## config.mk

```make
export PLATFORM = sky130hd
export DESIGN_NAME = cpu_op_sequencer_flat
export DESIGN_NICKNAME = d
export VERILOG_FILES = /design/src/rtl/cpu_seq_pkg.sv /design/src/rtl/cpu_op_sequencer_if.sv /design/src/rtl/cpu_op_sequencer_sw_sync_edge.sv /design/src/rtl/cpu_op_sequencer.sv /design/src/flat_wrapper.sv
export SDC_FILE = /design/constraint.sdc
export NUM_CORES = 1
export LEC_CHECK = 0
export CORE_ASPECT_RATIO = 1.5
export CORE_UTILIZATION = 51
export CTS_BUF_LIST = sky130_fd_sc_hd__clkbuf_2 sky130_fd_sc_hd__clkbuf_4 sky130_fd_sc_hd__clkbuf_8
export CTS_CLUSTER_DIAMETER = 30
export CTS_CLUSTER_SIZE = 14
export DETAILED_ROUTE_END_ITERATION = 6
export HOLD_SLACK_MARGIN = 0.1
export PLACE_DENSITY = 0.82
export SLEW_MARGIN = 20
export SYNTH_ARGS = -nofsm -noshare
export SYNTH_HDL_FRONTEND = slang
export SYNTH_HIERARCHICAL = 1
export SYNTH_SLANG_ARGS = --single-unit
```

## constraint.sdc

```tcl
create_clock -name clock -period 2 [get_ports clock]
set_input_delay 0.4 -clock clock [delete_from_list [all_inputs] [get_ports clock]]
set_output_delay 0.4 -clock clock [all_outputs]
set_load 0.01 [all_outputs]
```

## src/rtl/cpu_seq_pkg.sv

```systemverilog
// cpu_seq_pkg: shared state encodings, ALU opcodes and helpers for the CPU op sequencer
package cpu_seq_pkg;
  typedef enum logic [2:0] {
    S_IDLE      = 3'd0,
    S_WAIT_B    = 3'd1,
    S_ISSUE     = 3'd2,
    S_WAIT_DONE = 3'd3,
    S_SHOW      = 3'd4
  } seq_state_e;
  typedef enum logic [1:0] {
    OP_ADD = 2'd0,
    OP_SUB = 2'd1,
    OP_AND = 2'd2,
    OP_OR  = 2'd3
  } alu_op_e;
  function automatic logic is_busy(seq_state_e s);
    return (s == S_ISSUE) || (s == S_WAIT_DONE);
  endfunction
endpackage

```

## src/rtl/cpu_op_sequencer_if.sv

```systemverilog
// cpu_op_sequencer_if: sequencer <-> datapath handshake bundle
//  master (sequencer): drives dp_enable, dp_opcode, dp_a, dp_b; receives dp_done, dp_result
//  slave  (datapath):  the reverse
interface cpu_op_sequencer_if
  import cpu_seq_pkg::*;
#(
  parameter int DATA_W = 4
) ();
  logic              dp_enable;
  alu_op_e           dp_opcode;
  logic [DATA_W-1:0] dp_a;
  logic [DATA_W-1:0] dp_b;
  logic              dp_done;
  logic [DATA_W:0]   dp_result;
  modport master (output dp_enable, dp_opcode, dp_a, dp_b, input dp_done, dp_result);
  modport slave  (input dp_enable, dp_opcode, dp_a, dp_b, output dp_done, dp_result);
endinterface

```

## src/rtl/cpu_op_sequencer_sw_sync_edge.sv

```systemverilog
// sw_sync_edge: synchronizes the raw push-button and emits a one-cycle press per high level
//  clock, reset_n : rising-edge clock, synchronous active-low reset
//  raw_i          : asynchronous button input
//  press_o        : registered one-cycle press pulse
//  SEQ_DEBOUNCE_EN: when defined, a press needs DEBOUNCE_CYC consecutive high samples
module sw_sync_edge #(
  parameter int SYNC_STAGES  = 2,
  parameter int DEBOUNCE_CYC = 16
) (
  input  logic clock,
  input  logic reset_n,
  input  logic raw_i,
  output logic press_o
);
  logic [SYNC_STAGES-1:0] sync_q;
  logic                   lvl;
  logic                   press_q;
  assign lvl     = sync_q[SYNC_STAGES-1];
  assign press_o = press_q;
  always_ff @(posedge clock) begin
    if (!reset_n) sync_q <= '0;
    else          sync_q <= {sync_q[SYNC_STAGES-2:0], raw_i};
  end
`ifdef SEQ_DEBOUNCE_EN
  localparam int DB_W = $clog2(DEBOUNCE_CYC + 1);
  logic [DB_W-1:0] db_q, db_d;
  // count saturates at DEBOUNCE_CYC so a long hold yields one press only
  assign db_d = !lvl ? '0 : (db_q == DB_W'(DEBOUNCE_CYC)) ? db_q : db_q + 1'b1;
  always_ff @(posedge clock) begin
    if (!reset_n) begin
      db_q    <= '0;
      press_q <= 1'b0;
    end else begin
      db_q    <= db_d;
      press_q <= lvl && (db_q == DB_W'(DEBOUNCE_CYC - 1));
    end
  end
`else
  logic prev_q;
  always_ff @(posedge clock) begin
    if (!reset_n) begin
      prev_q  <= 1'b0;
      press_q <= 1'b0;
    end else begin
      prev_q  <= lvl;
      press_q <= lvl & ~prev_q;
    end
  end
`endif
endmodule

```

## src/rtl/cpu_op_sequencer.sv

```systemverilog
// cpu_op_sequencer: captures two switch operands on button presses, starts the datapath, waits for done/timeout
//  clock, reset_n  : rising-edge clock, synchronous active-low reset
//  sw, op_sel      : operand switches and ALU function code
//  operation       : raw push-button request
//  dp              : datapath handshake (master modport)
//  result, result_valid, busy, err : display/status outputs
//  SEQ_DEBOUNCE_EN : enables press debounce inside sw_sync_edge
module cpu_op_sequencer
  import cpu_seq_pkg::*;
#(
  parameter int DATA_W       = 4,
  parameter int SYNC_STAGES  = 2,
  parameter int DEBOUNCE_CYC = 16,
  parameter int TIMEOUT_CYC  = 255
) (
  input  logic                clock,
  input  logic                reset_n,
  input  logic [DATA_W-1:0]   sw,
  input  logic                operation,
  input  logic [1:0]          op_sel,
  cpu_op_sequencer_if.master  dp,
  output logic [DATA_W:0]     result,
  output logic                result_valid,
  output logic                busy,
  output logic                err
);
  localparam int CNT_W = $clog2(TIMEOUT_CYC + 1);
  seq_state_e        state_q, state_d;
  logic [CNT_W-1:0]  cnt_q, cnt_d;
  logic [DATA_W-1:0] a_q, a_d, b_q, b_d;
  alu_op_e           opc_q, opc_d;
  logic [DATA_W:0]   res_q, res_d;
  logic              rv_q, rv_d, err_q, err_d;
  logic              press;
  logic              expired;
  sw_sync_edge #(
    .SYNC_STAGES (SYNC_STAGES),
    .DEBOUNCE_CYC(DEBOUNCE_CYC)
  ) u_sync (
    .clock  (clock),
    .reset_n(reset_n),
    .raw_i  (operation),
    .press_o(press)
  );
  assign expired      = cnt_q == CNT_W'(TIMEOUT_CYC - 1);
  assign dp.dp_enable = state_q == S_ISSUE;
  assign dp.dp_opcode = opc_q;
  assign dp.dp_a      = a_q;
  assign dp.dp_b      = b_q;
  assign result       = res_q;
  assign result_valid = rv_q;
  assign busy         = is_busy(state_q);
  assign err          = err_q;
  always_comb begin
    state_d = state_q;
    cnt_d   = cnt_q;
    a_d     = a_q;
    b_d     = b_q;
    opc_d   = opc_q;
    res_d   = res_q;
    rv_d    = rv_q;
    err_d   = err_q;
    case (state_q)
      S_IDLE: if (press) begin
        a_d     = sw;
        err_d   = 1'b0;
        state_d = S_WAIT_B;
      end
      S_WAIT_B: if (press) begin
        b_d     = sw;
        opc_d   = alu_op_e'(op_sel);
        state_d = S_ISSUE;
      end
      S_ISSUE: begin
        cnt_d   = '0;
        state_d = S_WAIT_DONE;
      end
      S_WAIT_DONE: begin
        // done in the expiry cycle takes priority over the timeout
        if (dp.dp_done) begin
          res_d   = dp.dp_result;
          rv_d    = 1'b1;
          state_d = S_SHOW;
        end else if (expired) begin
          err_d   = 1'b1;
          state_d = S_IDLE;
        end else begin
          cnt_d = cnt_q + 1'b1;
        end
      end
      S_SHOW: if (press) begin
        rv_d    = 1'b0;
        a_d     = sw;
        state_d = S_WAIT_B;
      end
      default: state_d = S_IDLE;
    endcase
  end
  always_ff @(posedge clock) begin
    if (!reset_n) begin
      state_q <= S_IDLE;
      cnt_q   <= '0;
      a_q     <= '0;
      b_q     <= '0;
      opc_q   <= OP_ADD;
      res_q   <= '0;
      rv_q    <= 1'b0;
      err_q   <= 1'b0;
    end else begin
      state_q <= state_d;
      cnt_q   <= cnt_d;
      a_q     <= a_d;
      b_q     <= b_d;
      opc_q   <= opc_d;
      res_q   <= res_d;
      rv_q    <= rv_d;
      err_q   <= err_d;
    end
  end
endmodule
```

## src/flat_wrapper.sv

```systemverilog
// flat-port wrapper written by rule: the top's interface ports become plain ports
module cpu_op_sequencer_flat import cpu_seq_pkg::*;
#(
  parameter int DATA_W       = 4,
  parameter int SYNC_STAGES  = 2,
  parameter int DEBOUNCE_CYC = 16,
  parameter int TIMEOUT_CYC  = 255
)
  (clock, reset_n, sw, operation, op_sel, result, result_valid, busy, err, dp_dp_enable, dp_dp_opcode, dp_dp_a, dp_dp_b, dp_dp_done, dp_dp_result);
  cpu_op_sequencer_if #(.DATA_W(DATA_W)) dp_i ();
  input  logic clock;
  input  logic reset_n;
  input  logic [DATA_W-1:0] sw;
  input  logic operation;
  input  logic [1:0] op_sel;
  output logic [DATA_W:0] result;
  output logic result_valid;
  output logic busy;
  output logic err;
  output wire logic [$bits(dp_i.dp_enable)-1:0] dp_dp_enable;
  output wire logic [$bits(dp_i.dp_opcode)-1:0] dp_dp_opcode;
  output wire logic [$bits(dp_i.dp_a)-1:0] dp_dp_a;
  output wire logic [$bits(dp_i.dp_b)-1:0] dp_dp_b;
  input wire logic [$bits(dp_i.dp_done)-1:0] dp_dp_done;
  input wire logic [$bits(dp_i.dp_result)-1:0] dp_dp_result;
  assign dp_dp_enable = dp_i.dp_enable;
  assign dp_dp_opcode = dp_i.dp_opcode;
  assign dp_dp_a = dp_i.dp_a;
  assign dp_dp_b = dp_i.dp_b;
  assign dp_i.dp_done = dp_dp_done;
  assign dp_i.dp_result = dp_dp_result;
  cpu_op_sequencer #(.DATA_W(DATA_W), .SYNC_STAGES(SYNC_STAGES), .DEBOUNCE_CYC(DEBOUNCE_CYC), .TIMEOUT_CYC(TIMEOUT_CYC)) u_core (.clock(clock), .reset_n(reset_n), .sw(sw), .operation(operation), .op_sel(op_sel), .dp(dp_i), .result(result), .result_valid(result_valid), .busy(busy), .err(err));
endmodule
```

---- Yosys cells after proc, flatten, opt, wreduce, memory -nomap -nowiden ----
Cells that the tools add are included.
storage, ports and cells
  output and inout bits ................... 19
  register bits after elaboration ......... 32
  input port bits ......................... 15
  logic and storage cells ................. 55
operators by class
  equal/unequal tests ..................... 14
  mux-type cells .......................... 14
  reductions and logical operators ........ 13
  bitwise logic cells ..................... 2
  add/subtract/negate cells ............... 1
operators with widths
  kind                                                                      number
  8-bit two-way mux                                                         2
  8-bit case mux with 2 select lines                                        1
  3-bit two-way mux                                                         4
  2-bit inequality test (second input constant)                             6
  3-bit case mux with 4 select lines                                        1
  3-bit AND reduction                                                       3
  8-bit by 1-bit adder with 8-bit output (second input constant)            1
  8-bit == test (second input constant)                                     1
  3-bit by 2-bit == test with 1-bit output (second input constant)          2
  2-bit AND reduction                                                       3
  2-bit nonzero test                                                        3
  1-bit two-way mux                                                         4
  2-bit by 1-bit inequality test with 1-bit output (second input constant)  2
  1-bit case mux with 2 select lines                                        2
  4-bit AND reduction                                                       1
  3-bit by 1-bit == test with 1-bit output (second input constant)          1
  3-bit == test (second input constant)                                     1
  3-bit logical NOT                                                         1
  3-bit by 2-bit inequality test with 1-bit output (second input constant)  1
  2-bit OR reduction                                                        1
  1-bit AND                                                                 1
  1-bit logical OR                                                          1
  1-bit NOT                                                                 1

---- Longest topological paths before layout ----
  depth after elaboration ................. 4
  gate-level depth with buffers ........... 7
  depth with buffers taken out ............ 6

---- Cells and area by module ----
Netlist, hierarchy kept.
by module, submodules not included
  module            times used  sequential area each (um2)  area an instance (um2)  cells an instance
  cpu_op_sequencer  1           560.5                       1311.3                  135
  sw_sync_edge      1           80.1                        111.4                   8

---- Worst setup path before layout ----
No wires, ideal clock.
  path kind ............................... register -> register
  start ................................... reg u_core.cnt_q[0]
  end ..................................... reg u_core.cnt_q[5]
  path buffers ............................ 0
  stages on the path, launching flop included .. 7
  path slack .............................. 0.453 ns
  library setup time ...................... 0.079 ns
  period minus slack after synthesis ...... 1.547 ns
  data arrival time ....................... 1.468 ns
  data required time ...................... 1.921 ns
  cells stage by stage .................... dfxtp_1 > inv_1 > ha_1 > nand3_1 > o21ai_2 > or4_1 > o211ai_1
on the way
  cells in the longest elaborated chain, start to end .. 4
  elaborated cells on any way between the ends .. 7
  classes of those cells .................. 1 x add/sub; 2 x eq/ne; 3 x mux; 1 x reduce/logical
RTL lines
  element                                 line                     text
  start, declared                         cpu_op_sequencer.sv:29   logic [CNT_W-1:0] cnt_q, cnt_d;
  start signal, assigned                  cpu_op_sequencer.sv:111  cnt_q <= cnt_d;
  8-bit by 1-bit adder with 8-bit output  cpu_op_sequencer.sv:88   cnt_d = cnt_q + 1'b1;
  8-bit two-way mux                       cpu_op_sequencer.sv:84   end else if (expired) begin
  8-bit two-way mux                       cpu_op_sequencer.sv:80   if (dp.dp_done) begin
  8-bit case mux with 2 select lines      cpu_op_sequencer.sv:63   case (state_q)
Several ways; a longest one is shown, not always the timed one. The select of a mux whose other input is x is not followed.
A chain may end at the register's enable or synchronous reset.

---- Worst setup path after layout ----
  start ................................... reg u_core.state_q[2]
  end ..................................... out dp_dp_enable
on the way
  cells in the longest elaborated chain, start to end .. 1
RTL lines
  element                                   line                     text
  start, declared                           cpu_op_sequencer.sv:28   seq_state_e state_q, state_d;
  start signal, assigned                    cpu_op_sequencer.sv:110  state_q <= state_d;
  3-bit by 2-bit == test with 1-bit output  cpu_op_sequencer.sv:46   assign dp.dp_enable = state_q == S_ISSUE;
  end, declared                             flat_wrapper.sv:20       output wire logic [$bits(dp_i.dp_enable)-1:0] dp_dp_enable;
Every way passes these cells.

==> results.sh <==
export IMPL_hpwl_um=2320
export IMPL_overflow=0
export IMPL_finalClockSkew_ns=0.00816
export IMPL_power_switching_mw=0.266
export IMPL_fin_setup_tns_ns=0
export IMPL_whs_ns=0.459
export IMPL_synth_ff_type="dfxtp_1"
export IMPL_final_common_cell="clkdlybuf4s50_1"
export IMPL_yosys_warnings=6
export IMPL_grt_busiest_layer="met2"
export IMPL_cts_reportedPaths_clkPinSlew_ns=0.06
export IMPL_max_slew_margin_pct=62.9
export IMPL_die_w_um=45.1
export IMPL_grt_pass1_wl_um=5200
export IMPL_wl_um=3190
export IMPL_first_pass_iters=4
export IMPL_synth_area_um2=1420
export IMPL_area_growth_syn_to_layout_pct=36.0
export IMPL_p_leak_nw=0.659
export IMPL_diodes=0
export IMPL_grt_use_met1_pct=27.7
export IMPL_synth_seq_cells=32
export IMPL_slew_viol_final=0
export IMPL_use_met2_pct=39.1
export IMPL_max_freq_mhz=518
export IMPL_htreeDepth=2
export IMPL_critPathCaptureType="primary output"
export IMPL_post_cts_buffers=0
export IMPL_worst_setup_path_type="reg2out"
export IMPL_vdd_drop_max_v=0.000543
export IMPL_avgSynthCellArea_um2=9.95
export IMPL_power_frac_clock_pct=41.8
export IMPL_layout_common_cells="33 x clkdlybuf4s50_1, 32 x dfxtp_1, 17 x nor2b_1"
export IMPL_cts_path_max_buffers=2
export IMPL_antenna_found_initial=0
export IMPL_crit_required_ns=1.60
export IMPL_clock_root_buffer="clkbuf_8"
export IMPL_route_vias_total=1213
export IMPL_ctsHoldBuffers=0
export IMPL_rsz0062_at_grt="false"
export IMPL_avgViaCountPerCell=5.46
export IMPL_routedWlPerCell_um=14.4
export IMPL_cap_violations=0
export IMPL_numCtsBuffers=5
export IMPL_die_area_um2=3010
export IMPL_p_sw_share_pct=21.2
export IMPL_place_congestion=0.896
export IMPL_worst_slew_pin_slew_ns=0.554
export IMPL_hold_path_class="reg2reg"
export IMPL_met3_usage_pct=5.96
export IMPL_pwr_share_seq_pct=51.8
export IMPL_synth_async_reset_ratio_pct=0
export IMPL_io_buffers=33
export IMPL_synth_edf_count=0
export IMPL_num_rows=23
export IMPL_start_kind="register"
export IMPL_die_h_um=66.7
export IMPL_postRouteAntennaNets=0
export IMPL_hold_violations=0
export IMPL_cts_repair_resized=0
export IMPL_fin_crit_ns=1.93
export IMPL_power_density_nw_per_um2=647
export IMPL_crit_arrival_ns=1.53
export IMPL_ioPinCount=34
export IMPL_grt_pass1_vias=1155
export IMPL_insertion_delay_ns=0.28
export IMPL_n_fill_cell=196
export IMPL_finalNetCount=201
export IMPL_status="completed"
export IMPL_fp_coreArea_um2=2650
export IMPL_syn_inst=143
export IMPL_grt_max_degree=16
export IMPL_clock_sinks=32
export IMPL_synth_cell_type_count=38
export IMPL_internal_power_mw=0.985
export IMPL_setup_violations_final=0
export IMPL_ys_seq_area_share_pct=45.0
export IMPL_crit_fanout=3
export IMPL_drc=0
export IMPL_drive_gt1_share_pct=14.1
export IMPL_first_iter_violations=26
export IMPL_p_comb_share_pct=6.4
export IMPL_synth_nets=160
export IMPL_cts_tree="yes"
export IMPL_start_util_pct=53.7
export IMPL_groute_usage_overall_pct=24.0
export IMPL_finalCritPeriodShare_pct=96.5
kinds of logic after synthesis:
kind of cell	share of synthesized area, %
AO/OA/AOI/OAI	9.32
flip-flops	45.0
buffers and inverters	3.43
multiplexers	11.3
AND/OR/NAND/NOR	29.2
adder cells (fa/ha/maj)	1.76
layout make-up:
cell class	instances	area (um^2)	area share, %
Clock inverter	1	7.51	0.388
Inverter	3	11.3	0.582
Tap cell	37	46.3	2.39
Multi-Input combinational cell	99	733	37.9
Timing Repair Buffer	43	405	21.0
Clock buffer	7	90.1	4.66
Sequential cell	32	641	33.1
sequential cells by signal, summed over array words and instances (netlist names):
| register | cells |
|---|---|
| u_core/u_sync/sync_q | 2 |
| u_core/state_q | 3 |
| u_core/dp.dp_a | 4 |
| u_core/result_valid | 1 |
| u_core/result | 5 |
| u_core/dp.dp_b | 4 |
| u_core/cnt_q | 8 |
| u_core/dp.dp_opcode | 2 |
| u_core/err | 1 |
| u_core/u_sync/press_o | 1 |
| u_core/u_sync/prev_q | 1 |
power by group through the flow:
stage | clock, mW | sequential (mW) | combinational (mW)
after floorplan | 0 | 0.661 | 0.0330
after global placement | 0 | 0.662 | 0.0770
after detailed placement | 0 | 0.662 | 0.0790
after CTS | 0.540 | 0.648 | 0.0796
after global routing | 0.576 | 0.648 | 0.0863
final | 0.523 | 0.648 | 0.0798
cells in the mapped netlist (4+ instances only):
library cell  instances  area share (%)
a21oi_1               4             1.4
clkbuf_1              5             1.3
dfxtp_1              32              45
mux2i_1              16              11
nand2_1               4             1.1
nand3_1               9             3.2
nand4_1               5             2.2
nor2b_1              17             7.5
layer usage:
| layer | wire (um) | share of wire [%] |
|---|---|---|
| met2 | 1660 | 52 |
| met3 | 172 | 5.4 |
| met5 | 0 | 0 |
| met1 | 1290 | 40 |
| met4 | 65 | 2.0 |
stage by stage:
stage	util (%)	total power [mW]	cells	instance area [um^2]	setup WS, ns
after detailed placement	69.4	0.741	214	1840	0.0495
after global placement	69.4	0.739	214	1840	0.0927
after global routing	73.1	1.31	222	1930	0.00574
after CTS	73.1	1.27	222	1930	0.0682
after floorplan	-	0.694	143	1420	0.453
final	73.1	1.25	222	1930	0.0696
final timing paths:
| check | startpoint | to | slack, ns | depth (start not counted) |
|---|---|---|---|---|
| worst max-delay path | u_core/state_q[2]$_SDFFE_PN0P_ | dp_dp_enable | 0.07 | 3 |
| worst min-delay path | u_core/u_sync/sync_q[0]$_SDFF_PN0_ | u_core/u_sync/sync_q[1]$_SDFF_PN0_ | 0.46 | 1 |
| worst max register to register | u_core/cnt_q[0]$_SDFFE_PN0P_ | u_core/cnt_q[5]$_SDFFE_PN0P_ | 0.30 | 6 |
| worst min register to register | u_core/u_sync/sync_q[0]$_SDFF_PN0_ | u_core/u_sync/sync_q[1]$_SDFF_PN0_ | 0.46 | 1 |
worst max-delay path: stages (launching register included):
cell and delay, ns:
dfxtp_1 0.30, nand2b_1 0.15, nor2_1 0.22, clkdlybuf4s50_1 0.58
Power figures use the tool's default switching activity.
